### config.mk
export PLATFORM = sky130hd
export DESIGN_NAME = ysyx_23060184_ifu
export DESIGN_NICKNAME = d
export VERILOG_FILES = /design/src/rtl/ysyx_23060184_ifu.sv
export SDC_FILE = /design/constraint.sdc
export NUM_CORES = 1
export LEC_CHECK = 0
export ABC_CLOCK_PERIOD_IN_PS = 3700
export CORE_ASPECT_RATIO = 1.4
export CORE_MARGIN = 10
export CORE_UTILIZATION = 25
export CTS_CLUSTER_DIAMETER = 60
export DETAILED_ROUTE_END_ITERATION = 8
export GPL_TIMING_DRIVEN = 1
export SKIP_CTS_REPAIR_TIMING = 1
export SLEW_MARGIN = 10
export SYNTH_ARGS = -nofsm -noshare
export SYNTH_HDL_FRONTEND = slang
export SYNTH_SLANG_ARGS = --single-unit
### constraint.sdc
create_clock -name clk -period 3.7 [get_ports clk]
set_input_delay 0.74 -clock clk [delete_from_list [all_inputs] [get_ports clk]]
set_output_delay 0.74 -clock clk [all_outputs]
set_load 0.02 [all_outputs]
### src/rtl/ysyx_23060184_ifu.sv
// ----------------------------------------------------------------------------
// ysyx_23060184_ifu -- instruction fetch unit
//
// Fetches one instruction at a time from a read-only memory channel. It hands
// the instruction to decode, then waits for execute to retire it and choose
// the next PC.
//
// Ports
//   clk, rst                 clock, asynchronous active-high reset
//   PCSrc                    next-PC select (0=pc+4, 1=PCTarget, 2=ALU, 3=CSR)
//   PCTarget/ALUResult/CsrRead  candidate next-PC values
//   PcUpdate                 retire pulse from execute; applies PCSrc
//   arvalid/araddr/arready   read address channel
//   rvalid/rdata/rresp/rready read data channel
//   inst_valid/inst_ready    decode handshake
//   inst, pc, fetch_fault    fetched word, its address, bus error flag
//   misalign                 last loaded next-PC had bit1 set
//   fetch_cnt                number of completed fetches (wraps)
// ----------------------------------------------------------------------------
module ysyx_23060184_ifu #(
    parameter logic [31:0] RESET_PC = 32'h8000_0000,
    parameter int          PC_SRC_W = 2
) (
    input  logic                clk,
    input  logic                rst,
    input  logic [PC_SRC_W-1:0] PCSrc,
    input  logic [31:0]         PCTarget,
    input  logic [31:0]         ALUResult,
    input  logic [31:0]         CsrRead,
    input  logic                PcUpdate,
    output logic                arvalid,
    output logic [31:0]         araddr,
    input  logic                arready,
    input  logic                rvalid,
    input  logic [31:0]         rdata,
    input  logic [1:0]          rresp,
    output logic                rready,
    output logic                inst_valid,
    input  logic                inst_ready,
    output logic [31:0]         inst,
    output logic [31:0]         pc,
    output logic                fetch_fault,
    output logic                misalign,
    output logic [31:0]         fetch_cnt
);

    typedef enum logic [1:0] {
        S_REQ,
        S_RESP,
        S_OUT,
        S_UPD
    } state_t;

    state_t      r_state;
    state_t      w_state_nxt;

    logic [31:0] r_pc;
    logic [31:0] r_inst;
    logic [31:0] r_cnt;
    logic        r_fault;
    logic        r_mis;

    logic        w_resp_fire;
    logic        w_upd_acc;
    logic [31:0] w_src_idx;
    logic [31:0] w_sel;
    logic [31:0] w_pc_nxt;

    // A data beat only counts while we are actually waiting for one; rready
    // is low everywhere else, so late or spurious beats fall away here.
    assign w_resp_fire = rvalid & rready;

    // PcUpdate is honoured only once the instruction has left (or is leaving
    // in this very cycle) the decode handshake, so pc never moves while a
    // fetch is outstanding or while decode still looks at it.
    assign w_upd_acc = PcUpdate &
                       (((r_state == S_OUT) && inst_ready) || (r_state == S_UPD));

    assign w_src_idx = 32'(PCSrc);

    always_comb begin
        w_sel = r_pc + 32'd4;
        case (w_src_idx)
            32'd1:   w_sel = PCTarget;
            32'd2:   w_sel = ALUResult & ~32'h1;
            32'd3:   w_sel = CsrRead;
            default: w_sel = r_pc + 32'd4;
        endcase
    end

    // The low two bits are always dropped; bit1 being set is reported via
    // misalign rather than silently hidden.
    assign w_pc_nxt = w_sel & 32'hFFFF_FFFC;

    always_ff @(posedge clk or posedge rst) begin
        if (rst) begin
            r_state <= S_REQ;
        end else begin
            r_state <= w_state_nxt;
        end
    end

    always_comb begin
        w_state_nxt = r_state;
        arvalid     = 1'b0;
        rready      = 1'b0;
        inst_valid  = 1'b0;
        case (r_state)
            S_REQ: begin
                arvalid = 1'b1;
                if (arready) w_state_nxt = S_RESP;
            end
            S_RESP: begin
                rready = 1'b1;
                if (rvalid) w_state_nxt = S_OUT;
            end
            S_OUT: begin
                inst_valid = 1'b1;
                if (inst_ready) w_state_nxt = PcUpdate ? S_REQ : S_UPD;
            end
            S_UPD: begin
                if (PcUpdate) w_state_nxt = S_REQ;
            end
            default: w_state_nxt = S_REQ;
        endcase
    end

    always_ff @(posedge clk or posedge rst) begin
        if (rst) begin
            r_pc    <= RESET_PC;
            r_inst  <= 32'd0;
            r_fault <= 1'b0;
            r_mis   <= 1'b0;
            r_cnt   <= 32'd0;
        end else begin
            if (w_resp_fire) begin
                r_inst  <= rdata;
                r_fault <= |rresp;
                r_cnt   <= r_cnt + 32'd1;
            end
            if (w_upd_acc) begin
                r_pc  <= w_pc_nxt;
                r_mis <= w_sel[1];
            end
        end
    end

    assign araddr      = r_pc;
    assign pc          = r_pc;
    assign inst        = r_inst;
    assign fetch_fault = r_fault;
    assign misalign    = r_mis;
    assign fetch_cnt   = r_cnt;

endmodule

After elaboration in Yosys (flattened, before gate mapping)
Cells that the tools add are included.
{"block": "totals", "reg_bits": 98, "out_inout_bits": 133}
{"block": "classes", "add_sub_neg": 2, "eq_ne": 10, "muxes": 10, "bitwise": 2, "reduce_logical": 5}
{"cell": "$pmux W32 S3", "count": 1}
{"cell": "$add A32 B1 Y32 const B", "count": 1}
{"cell": "$add A32 B3 Y32 const B", "count": 1}
{"cell": "$mux W2", "count": 5}
{"cell": "$eq A2 B2 Y1 const B", "count": 4}
{"cell": "$ne A2 B2 Y1 const B", "count": 4}
{"cell": "$pmux W2 S4", "count": 1}
{"cell": "$eq A2 B1 Y1 const B", "count": 2}
{"cell": "$reduce_and A4 Y1", "count": 1}
{"cell": "$mux W1", "count": 3}
{"cell": "$and A1 B1 Y1", "count": 2}
{"cell": "$logic_not A2 Y1", "count": 1}
{"cell": "$reduce_or A2 Y1", "count": 1}
{"cell": "$logic_and A1 B1 Y1", "count": 1}
{"cell": "$logic_or A1 B1 Y1", "count": 1}

Logic depth before layout (Yosys ltp)
{"block": "logic_depth", "depth_word": 4, "mapped_depth": 8, "depth_no_buf": 5}

Worst setup path before layout
No wires, ideal clock.
{"block": "synth_timing", "path_type": "in2reg", "from": "in PCSrc[0]", "to": "reg r_mis (netlist: misalign)", "arrival_time_ns": 2.279, "required_ns": 3.574, "slack_ns": 1.295, "cell_stages": 6, "path_buffers": 3, "cell_sequence": "clkbuf_1 > clkbuf_1 > buf_2 > mux2_2 > a221oi_1 > nor2_1"}
{"block": "synth_between", "elab_chain_cells": 2, "elab_cells_between_ends": 4, "cone_classes": "3 x eq/ne; 1 x mux"}
{"element": "start, declared", "line_no": "26", "rtl": "input logic [PC_SRC_W-1:0] PCSrc,"}
{"element": "$eq A2 B2 Y1 / $eq A2 B1 Y1 (equally long branches)", "line_no": "83", "rtl": "case (w_src_idx)"}
{"element": "$pmux W32 S3 *", "line_no": "83"}
{"element": "end signal, assigned", "line_no": "143", "rtl": "r_mis <= w_sel[1];"}
{"element": "end, declared", "line_no": "61", "rtl": "logic r_mis;"}
Mark *: on every way between the ends. The rest lies on a longest branch, timed or not.
A chain may end at the register's enable or synchronous reset.

Worst setup path in the final report
{"block": "layout_timing", "from": "reg r_pc[2] (netlist: araddr[2])", "to": "reg r_pc[20] (netlist: araddr[20])"}
{"block": "layout_between", "elab_chain_cells": 2}
{"element": "start, declared", "line_no": "57", "rtl": "logic [31:0] r_pc;"}
{"element": "start signal, assigned", "line_no": "142", "rtl": "r_pc <= w_pc_nxt;"}
{"element": "$add A32 B3 Y32", "line_no": "87", "rtl": "default: w_sel = r_pc + 32'd4;"}
{"element": "$pmux W32 S3", "line_no": "83"}
Every way passes these cells.

==> results.sh <==
export IMPL_outcome="finished clean"
export IMPL_instances_no_fill=1148
export IMPL_synth_common_cells="nand2_1, dfrtp_1, buf_4"
export IMPL_initial_utilization=0.255
export IMPL_max_stage_delay_ns=0.68
export IMPL_setup_violations_final=0
export IMPL_p_int_mw=3.43
export IMPL_path_clk_slew_ns=0.07
export IMPL_min_path_type="reg -> reg"
export IMPL_nFillCells=2347
export IMPL_syn_area_per_cell_um2=9.17
export IMPL_multi_input_area_um2=2860
export IMPL_cts_tree="done"
export IMPL_grt_antenna_before_repair=1
export IMPL_vias_per_cell=4.80
export IMPL_htreeDepth=3
export IMPL_synth_ff_type="dfrtp_1"
export IMPL_place_hpwl_um=17100
export IMPL_crit_slowest_cell="nor4_1"
export IMPL_peakVddDrop_v=0.000373
export IMPL_leakagePower_nw=3.62
export IMPL_start_kind="flop"
export IMPL_dieHeight_um=200
export IMPL_clockBufferDepth=2
export IMPL_drt_iter0_markers=274
export IMPL_port_buffer_count=263
export IMPL_first_global_vias=5757
export IMPL_pwr_share_clk=0.171
export IMPL_syn_inst=628
export IMPL_worstPathMaxFanout=7
export IMPL_synthDominantCellAreaShare=0.421
export IMPL_fp_row_count=65
export IMPL_synth_area_top_cells="dfrtp_1, nand2_1, buf_4"
export IMPL_dp_cells=1132
export IMPL_async_flop_share=1.00
export IMPL_synth_edf_count=0
export IMPL_cts_buffers=9
export IMPL_switching_share=0.424
export IMPL_grt_pass1_wl_um=33700
export IMPL_fin_nets=982
export IMPL_place_gp_congestion=0.842
export IMPL_critical_path_arrival_ns=2.76
export IMPL_tightest_slew_ns=0.728
export IMPL_worstPathCellList="ha_1 -> nand3_1 -> nor4_1 -> a211oi_1 -> or3b_2"
export IMPL_syn2layout_area_growth_pct=52.6
export IMPL_relSlewSlack=0.515
export IMPL_r2r_cells=5
export IMPL_fin_crit_ns=2.53
export IMPL_timing_final_crit_share=0.684
export IMPL_root_buffer="clkbuf_16"
export IMPL_finalMaxSlewViolations=0
export IMPL_diodes=0
export IMPL_drive_gt1_frac=0.0850
export IMPL_seq_area_um2=2450
export IMPL_crit_start="araddr[2]$_DFFE_PP0P_"
export IMPL_totalWireLength_um=22100
export IMPL_core_um2=22600
export IMPL_die_area_um2=29600
export IMPL_clock_latency_ns=0.36
export IMPL_seq_power_share=0.327
export IMPL_min_from="inst[22]$_DFFE_PP0P_"
export IMPL_ys_seq_area_frac=0.426
export IMPL_syn_cell_area_um2=5760
export IMPL_crit_required_ns=3.93
export IMPL_cts_sinks=98
export IMPL_rsz0062_at_grt="no"
export IMPL_critical_path_class="reg -> reg"
export IMPL_ys_warn_count=0
export IMPL_grt_ovfl_total=0
export IMPL_fin_util=0.389
export IMPL_fmax_mhz=395
export IMPL_synth_top_cell_by_area="dfrtp_1"
export IMPL_r2r_start="araddr[2]$_DFFE_PP0P_"
export IMPL_switchingPower_mw=2.53
export IMPL_grt_total_usage=0.144
export IMPL_synth_cell_type_count=52
export IMPL_powerDensity_nw_per_um2=679
export IMPL_skew_ns=0.00829
export IMPL_maxCapViolations=0
export IMPL_combPwrFrac=0.503
export IMPL_ant_nets=0
export IMPL_hold_viol=0
export IMPL_grt_max_degree=52
export IMPL_hold_depth=2
export IMPL_drt_pass1_iterations=4
export IMPL_die_w_um=148
export IMPL_crit_path_end_kind="flop"
export IMPL_drc=0
export IMPL_yosysMostFrequentCell="nand2_1"
export IMPL_synth_seq_cells=98
export IMPL_wire_per_inst_um=19.2
export IMPL_dr_total_vias=5508
export IMPL_tns_ns=0
export IMPL_io_pins=271
-- sequential cells by signal (all words and copies together) (netlist names) --
signal       count
inst            32
fetch_cnt       32
araddr          30
misalign         1
r_state          2
fetch_fault      1
-- worst paths after layout --
| path | end | slack (ns) |
|---|---|---|
| worst max register to register | araddr[20]$_DFFE_PP0P_ | 1.17 |
| max in group asynchronous | fetch_cnt[21]$_DFFE_PP0P_ | 2.11 |
| worst min-delay path | inst[22]$_DFFE_PP0P_ | 0.47 |
| worst min register to register | inst[22]$_DFFE_PP0P_ | 0.47 |
| min in group asynchronous | inst[22]$_DFFE_PP0P_ | 0.86 |
| worst max-delay path | araddr[20]$_DFFE_PP0P_ | 1.17 |
-- per-layer routing --
metal,GRT usage,up-vias,share of wire
met1,0.165,2634,0.40
met5,0,-,0.00054
met4,0.0618,2,0.023
li1,-,2634,-
met3,0.0437,27,0.070
met2,0.244,211,0.50
-- stage by stage --
step	area [um2]	worst slack, ns	hold WS, ns	power (mW)
2_1_floorplan	5770	0.400	0.582	3.56
3_3_place_gp	8470	1.00	0.458	4.97
3_5_place_dp	8470	1.00	0.461	5.01
4_1_cts	8790	1.22	0.478	6.07
5_1_grt	8790	1.12	0.500	6.35
6_report	8790	1.17	0.472	5.97
-- area by class of cell --
type	count	share of cell area
clock inverters	4	0.00640
multi-input cells	444	0.325
flip-flops and latches	98	0.279
repair buffers	275	0.310
inverters	14	0.00626
well taps	301	0.0428
clock buffers	12	0.0303
-- critical path, delay by kind of cell, from the launching register on --
family | cells | cell delay [ns]
AND/OR/NAND/NOR | 3 | 1.50
flip-flops | 1 | 0.49
AO/OA/AOI/OAI | 1 | 0.14
adder cells (fa/ha/maj) | 1 | 0.27
-- layout by cell type (no fill, tap or decap), types with 6 or more instances in the layout --
cell,Yosys,routed
nand4_1,24,24
clkbuf_16,0,9
dfrtp_1,97,97
a22oi_1,11,11
nor2_1,23,23
and2_1,6,6
o211ai_1,9,9
o21ai_0,17,17
inv_1,14,13
clkdlybuf4s50_1,0,261
nand3_1,26,26
nor3_1,13,13
and3_1,12,12
and4_1,9,9
nand2_1,135,135
mux2_2,21,21
a22o_1,10,10
mux2i_1,6,6
or3_1,7,7
a21oi_1,11,11
xnor2_1,27,27
buf_4,34,11
mux4_2,11,11
-- kinds of logic after synthesis --
kind of cell    Yosys count  share of synthesized area
compound gates           91                      0.114
xor+xnor                 31                     0.0471
fa+ha+maj                 2                    0.00434
buf+inv                  89                     0.0810
flops                    98                      0.426
mux                      38                     0.0945
other cells               1                   0.000651
simple gates            278                      0.233
-- power groups by stage --
stage               clock, mW  sequential [mW]  combinational, mW
floorplan                   0             2.24               1.32
global placement            0             1.95               3.02
detailed placement          0             1.97               3.04
CTS                      1.07             1.95               3.05
global route             1.10             2.02               3.23
finish                   1.02             1.95               3.00
Note: power is estimated with default switching activity, not from simulation.
